## src/rtl/ofmap_packer.sv

```systemverilog
// ----------------------------------------------------------------------------
// ofmap_packer
// Collects output-feature-map elements from the PE array into a small
// circular store and emits them two at a time as double-width words to the
// AXI write path. A flush request drains every stored element. If an odd
// element is left over, it goes out as a word with a zero upper half, and the
// final word of the flush is marked with out_last.
//
// Ports
//   clk         : clock, rising edge
//   nrst        : asynchronous active-low reset
//   in_vld      : element from the PE array is valid
//   in_data     : element value (DATA_WIDTH)
//   in_rdy      : packer accepts an element this cycle
//   flush       : single-cycle request to drain all stored elements
//   out_data    : packed word, older element in the lower half
//   out_vld     : out_data holds a complete (or padded final) word
//   out_rdy     : AXI side accepts the word
//   out_last    : current word is the final word of a flush
//   flush_done  : one-cycle pulse when a flush has completed
//   level       : number of stored elements
// ----------------------------------------------------------------------------
module ofmap_packer #(
  parameter int unsigned DATA_WIDTH = 16,
  // Even power of two, at least 4. The pointers wrap naturally at DEPTH.
  parameter int unsigned DEPTH      = 8
) (
  input  logic                      clk,
  input  logic                      nrst,
  input  logic                      in_vld,
  input  logic [DATA_WIDTH-1:0]     in_data,
  output logic                      in_rdy,
  input  logic                      flush,
  output logic [2*DATA_WIDTH-1:0]   out_data,
  output logic                      out_vld,
  input  logic                      out_rdy,
  output logic                      out_last,
  output logic                      flush_done,
  output logic [$clog2(DEPTH):0]    level
);

  localparam int unsigned AW = $clog2(DEPTH);
  localparam int unsigned LW = AW + 1;

  typedef enum logic {
    IDLE  = 1'b0,
    DRAIN = 1'b1
  } state_t;

  state_t                r_state;
  logic                  r_flush_done;
  logic [AW-1:0]         r_wr_ptr;
  logic [AW-1:0]         r_rd_ptr;
  logic [LW-1:0]         r_level;
  logic [DATA_WIDTH-1:0] r_store [DEPTH];

  logic                  w_drain;
  logic                  w_in_rdy;
  logic                  w_pad;
  logic                  w_out_vld;
  logic                  w_push;
  logic                  w_pop;
  logic [AW-1:0]         w_rd_ptr_p1;
  logic [AW-1:0]         w_rd_step;
  logic [LW-1:0]         w_pop_cnt;
  logic [LW-1:0]         w_level_nxt;

  // Handshake decode: everything below comes from registered state only.
  assign w_drain     = (r_state == DRAIN);
  assign w_in_rdy    = !w_drain && (r_level < LW'(DEPTH));
  // A single leftover element during a drain goes out zero-padded.
  assign w_pad       = w_drain && (r_level == LW'(1));
  assign w_out_vld   = (r_level >= LW'(2)) || w_pad;
  assign w_push      = in_vld && w_in_rdy;
  assign w_pop       = w_out_vld && out_rdy;
  assign w_rd_ptr_p1 = r_rd_ptr + AW'(1);
  assign w_rd_step   = w_pad ? AW'(1) : AW'(2);
  assign w_pop_cnt   = w_pop ? (w_pad ? LW'(1) : LW'(2)) : LW'(0);
  assign w_level_nxt = r_level + LW'(w_push) - w_pop_cnt;

  // Output word: lower half is the older element; pairs across the wrap read
  // naturally because the pointer arithmetic is modulo DEPTH.
  always_comb begin
    out_data                         = '0;
    out_data[DATA_WIDTH-1:0]         = r_store[r_rd_ptr];
    out_data[2*DATA_WIDTH-1:DATA_WIDTH] = w_pad ? '0 : r_store[w_rd_ptr_p1];
  end

  assign in_rdy     = w_in_rdy;
  assign out_vld    = w_out_vld;
  assign out_last   = w_drain && (r_level <= LW'(2)) && w_out_vld;
  assign flush_done = r_flush_done;
  assign level      = r_level;

  // Flush FSM: DRAIN ends the cycle after the store has emptied, and that
  // transition is flagged by a one-cycle flush_done pulse.
  always_ff @(posedge clk or negedge nrst) begin
    if (!nrst) begin
      r_state      <= IDLE;
      r_flush_done <= 1'b0;
    end else begin
      r_flush_done <= 1'b0;
      case (r_state)
        IDLE: begin
          if (flush) begin
            r_state <= DRAIN;
          end
        end
        DRAIN: begin
          if (r_level == LW'(0)) begin
            r_state      <= IDLE;
            r_flush_done <= 1'b1;
          end
        end
        default: begin
          r_state <= IDLE;
        end
      endcase
    end
  end

  // Pointers and occupancy.
  always_ff @(posedge clk or negedge nrst) begin
    if (!nrst) begin
      r_wr_ptr <= '0;
      r_rd_ptr <= '0;
      r_level  <= '0;
    end else begin
      if (w_push) begin
        r_wr_ptr <= r_wr_ptr + AW'(1);
      end
      if (w_pop) begin
        r_rd_ptr <= r_rd_ptr + w_rd_step;
      end
      r_level <= w_level_nxt;
    end
  end

  // Element store; contents are not reset, the pointers alone define validity.
  always_ff @(posedge clk) begin
    if (w_push) begin
      r_store[r_wr_ptr] <= in_data;
    end
  end

endmodule

```

## config.mk

```make
export PLATFORM = sky130hd
export DESIGN_NAME = ofmap_packer
export DESIGN_NICKNAME = d
export VERILOG_FILES = /design/src/rtl/ofmap_packer.sv
export SDC_FILE = /design/constraint.sdc
export NUM_CORES = 1
export LEC_CHECK = 0
export BUFFER_PORTS_ARGS = -buffer_cell sky130_fd_sc_hd__buf_2
export CORE_ASPECT_RATIO = 0.8
export CORE_MARGIN = 2
export CORE_UTILIZATION = 54
export CTS_CLUSTER_SIZE = 12
export DETAILED_ROUTE_END_ITERATION = 8
export PLACE_DENSITY = 0.76
export SLEW_MARGIN = 10
export SYNTH_ARGS = -nofsm -noshare
export SYNTH_HDL_FRONTEND = slang
export SYNTH_SLANG_ARGS = --single-unit
```

## constraint.sdc

```tcl
create_clock -name clk -period 2.3 [get_ports clk]
set_input_delay 0 -clock clk [delete_from_list [all_inputs] [get_ports clk]]
set_output_delay 0 -clock clk [all_outputs]
set_load 0.02 [all_outputs]
```

Yosys cells after proc, flatten, opt, wreduce, memory -nomap -nowiden
Memory sizes are Yosys's and may differ from the RTL's.
Cells that the tools add are included.
{"block": "op_classes", "n_addsub": 5, "n_lt_le_gt_ge": 3, "n_eq_ne": 1, "n_mux": 11, "n_bitwise": 1, "n_reduce_logical": 9}
{"op": "$mux 16", "count": 1}
{"op": "$add 3x1->3 const B", "count": 2}
{"op": "$logic_and 1x1->1", "count": 6}
{"op": "$mux 1", "count": 6}
{"op": "$mux 2", "count": 3}
{"op": "$add 4x1->4", "count": 1}
{"op": "$eq 4x1->1 const B", "count": 1}
{"op": "$ge 4x2->1 const B", "count": 1}
{"op": "$le 4x2->1 const B", "count": 1}
{"op": "$logic_not 4->1", "count": 1}
{"op": "$lt 4x4->1 const B", "count": 1}
{"op": "$sub 4x2->4", "count": 1}
{"op": "$add 3x2->3", "count": 1}
{"op": "$pmux 1 s2", "count": 1}
{"op": "$logic_not 1->1", "count": 1}
{"op": "$logic_or 1x1->1", "count": 1}
{"op": "$not 1->1", "count": 1}
{"block": "totals", "regBits": 12, "ramBits": 128, "input_bits": 21, "output_inout_bits": 40, "wordCells": 36, "n_memories": 1}
{"name": "r_store", "words": 8, "width": 16, "read_ports": 2, "rd_ports_with_merged_regs": 0, "wr": 1, "line_no": "55", "text": "logic [DATA_WIDTH-1:0] r_store [DEPTH];"}

Logic depth before layout (Yosys ltp)
{"block": "logic_depth", "depth_word": 6, "mapped_depth": 11, "ltp_nobuf": 11}

Worst setup path before layout
No wires, ideal clock.
{"block": "synth_timing", "path_kind": "register -> register", "startpoint": "register r_level[3], in the netlist level[3]", "endpoint": "memory r_store[1][0], enable pin", "setup_time_ns": 0.409, "arrival_ns": 2.133, "required_ns": 1.891, "setup_slack_ns": -0.243, "stages_incl_launch_ff": 4, "path_buffers": 0, "synth_period_minus_slack_ns": 2.543, "path_cell_list": "dfrtp_1 > nor3b_2 > nand2_1 > nor3_1"}
{"block": "synth_between", "elab_chain_len": 5}
{"element": "start, declared", "line_no": "54", "text": "logic [LW-1:0] r_level;"}
{"element": "start signal, assigned", "line_no": "135", "text": "r_level <= w_level_nxt;"}
{"element": "$lt 4x4->1", "line_no": "70", "text": "assign w_in_rdy = !w_drain && (r_level < LW'(DEPTH));"}
{"element": "$logic_and 1x1->1", "line_no": "70"}
{"element": "$logic_and 1x1->1", "line_no": "74", "text": "assign w_push = in_vld && w_in_rdy;"}
{"element": "$mux 1", "line_no": "141", "text": "if (w_push) begin"}
{"element": "$mux 1 (not written as such)", "line_no": "142", "text": "r_store[r_wr_ptr] <= in_data;"}
{"element": "end, declared", "line_no": "55"}
No other way between the ends.

Worst setup path after layout
{"block": "layout_timing", "startpoint": "register r_rd_ptr[0]", "endpoint": "output out_data[29]"}
{"block": "layout_between", "elab_chain_len": 3}
{"element": "start, declared", "line_no": "53", "text": "logic [AW-1:0] r_rd_ptr;"}
{"element": "start signal, assigned", "line_no": "133", "text": "r_rd_ptr <= r_rd_ptr + w_rd_step;"}
{"element": "$add 3x1->3", "line_no": "76", "text": "assign w_rd_ptr_p1 = r_rd_ptr + AW'(1);"}
{"element": "$mem_v2 8x16"}
{"element": "$mux 16", "line_no": "86", "text": "out_data[2*DATA_WIDTH-1:DATA_WIDTH] = w_pad ? '0 : r_store[w_rd_ptr_p1];"}
{"element": "end, declared", "line_no": "34", "text": "output logic [2*DATA_WIDTH-1:0] out_data,"}
No other way between the ends.

==> reports/results.ini <==
[sta]
fmax_ghz = 0.415
grt_setup_unrepaired = true
finalSetupViolations = 15
post-route-min-period_ns = 2.41
drv_slew = 0
finClkSkew_ns = 0.00611
period_share_pct = 105
slew_headroom_pct = 60.4
tightest_slew_ns = 0.592
setup_tns_ns = -1.10
worst_slack_ns = -0.108
hold_viol_final = 0

[finish]
syn_to_final_growth_pct = 25.6
drive_above_1_share_pct = 49.9
layout.nets = 459
final_common_cell = edfxtp_1
final_cell_mix = 128 x edfxtp_1, 64 x mux4_2, 46 x buf_2, 21 x buf_4, 20 x dlygate4sd3_1
diodes = 0
fillers = 727

[yosys]
ys_top_cells_by_area = edfxtp_1 59%, mux4_2 22%, dfrtp_1 4.6%, mux2_2 2.4%, a22o_1 2.1%
ys_ff_latch = 140
synth-async-reset-ratio_pct = 8.57
synth-seq-area-share_pct = 63.3
synth_area_per_cell_um2 = 20.6
yosys.area.top_type = edfxtp_1
ys_types = 34
syn_inst = 318
syn_nets = 351
synth_flop_cell = edfxtp_1
synth_edf_count = 128
netlist_area_um2 = 6550
ys_warn_count = 0
synth_top_cell_area_share_pct = 58.7

[die]
coreArea_um2 = 11600
die-width_um = 127
rows = 35
die_height_um = 102
dieArea_um2 = 13000
io_pins = 61
start_util_pct = 56.2

[setup_path]
arrival_ns = 2.41
cp.required_ns = 2.30
end_kind = output pin
start_kind = register
crit_type = reg2out
path_max_fanout = 5

[routing]
wl_per_cell_um = 24.6
routed_wl_um = 14400
drtAntennaViolNets = 0
dr.pass1.iters = 4
vias = 3636
drtIter0Drc = 327
vias_per_cell = 6.19
drc = 0

[clock_network]
cts_sinks = 140
root_buffer = clkbuf_16
cts_tree = built
clock_path_buffers = 2
htreeDepth = 4
insertion_delay_ns = 0.41
clkTransAtPathRegs_ns = 0.05
cts_buffers = 17

[worst_hold_path]
worstHoldPathType = in2reg

[outcome]
violations = negative setup slack
status = complete, but fails checks

[grt]
met3_usage_pct = 5.60
grt_max_degree = 67
grt_pass1_wl_um = 21400
antenna_found_initial = 0
grt_pass1_vias = 3739
busiest_layer = met2
met1_usage_pct = 31.3
use_met2_pct = 38.5
grt_overflow = 0
grt_usage_pct = 23.2

[pwr]
p_per_area_nw_per_um2 = 1530
ir_drop_mv = 0.858
leakagePower_uw = 0.00293
power_uw = 12600

[flow_run]
cap_violations = 0

[placed_design]
dp_hpwl_um = 8030
io_buffers = 60
place_congestion = 0.759

state kept, by name, summed over array words and instances (netlist names):
signal / flops
flush_done: 1
r_store: 128
r_wr_ptr: 3
r_rd_ptr: 3
level: 4
r_state: 1
synth_stat cells (4+ instances only):
master and instances:
nor2_1 11, edfxtp_1 128, mux4_2 64, xor2_1 4, a22o_1 16, dfrtp_1 12
inv_1 5, buf_6 4, mux2_2 14, ha_1 10, clkbuf_1 5, nand2_1 4
buf_2 8, mux2_4 5
layer usage:
layer  up-vias  routed length, um  part of all wire [%]
met5         -                  0                     0
met2       167               7350                    51
met1      1878               5930                    41
met4         0                136                  0.94
li1       1575                  -                     -
met3        16               1010                   7.0
final timing paths:
path	startpoint	to	slack, ns	cells after the start
worst min register to register	r_wr_ptr[0]$_DFFE_PN0P_	r_wr_ptr[0]$_DFFE_PN0P_	0.52	1
worst max register to register	level[2]$_DFF_PN0_	level[2]$_DFF_PN0_	0.12	8
worst min-delay path	in_vld	r_wr_ptr[0]$_DFFE_PN0P_	0.14	4
max in group asynchronous	nrst	r_rd_ptr[0]$_DFFE_PN0P_	1.16	3
min in group asynchronous	nrst	r_state$_DFF_PN0_	0.69	3
worst max-delay path	r_rd_ptr[0]$_DFFE_PN0P_	out_data[29]	-0.11	5
where the power goes:
part	switching (uW)	internal (uW)
sequential	163	2940
clock	1010	2020
combinational	3100	3350
cell families (layout without fill, tap and decap cells):
| kind of cell | count (synthesis) | in the layout | share of synthesized area [%] |
|---|---|---|---|
| flops | 140 | 140 | 63.3 |
| fa+ha+maj | 12 | 12 | 2.52 |
| buf+inv | 26 | 147 | 2.47 |
| xor+xnor | 6 | 6 | 0.803 |
| compound gates | 23 | 23 | 2.96 |
| simple gates | 28 | 28 | 2.39 |
| mux | 83 | 83 | 25.6 |
stage by stage:
stage	instance area, um^2	setup slack, ns	util, %	instances	hold WS, ns
3_5_place_dp	7120	-0.00525	61.1	529	-0.0988
4_1_cts	8050	-0.122	69.1	584	0.130
3_3_place_gp	7120	0.0995	61.1	529	-0.101
6_report	8230	-0.108	70.6	587	0.135
5_1_grt	8230	-0.153	70.6	587	0.161
2_1_floorplan	6560	0.0710	-	318	-0.296
worst max-delay path, cell delays in order, from the launching register on:
cell and delay (ns):
dfrtp_4 0.50, ha_4 0.40, clkbuf_16 0.20, mux4_2 0.51, a22o_1 0.23, buf_6 0.14
what timing repair did:
| item | CTS | global route |
|---|---|---|
| pin swaps | 1 | 16 |
| buffers inserted | 2 | 1 |
| endpoints found under the setup margin | 17 | 35 |
| gates resized for setup | 9 | 34 |
| hold endpoints to repair | 144 | 0 |
| cloned | 1 | 2 |
| hold buffers | 20 | 0 |
final cells by class:
class / count / area (um^2) / share of cell area [%]
Clock buffer: 18 / 429 / 5.22
Inverter: 6 / 22.5 / 0.274
Multi-Input combinational cell: 152 / 2300 / 28.0
Tap cell: 148 / 185 / 2.25
Timing Repair Buffer: 109 / 915 / 11.1
Clock inverter: 14 / 223 / 2.71
Sequential cell: 140 / 4150 / 50.5
No activity file was read; power rests on OpenSTA's default activity.
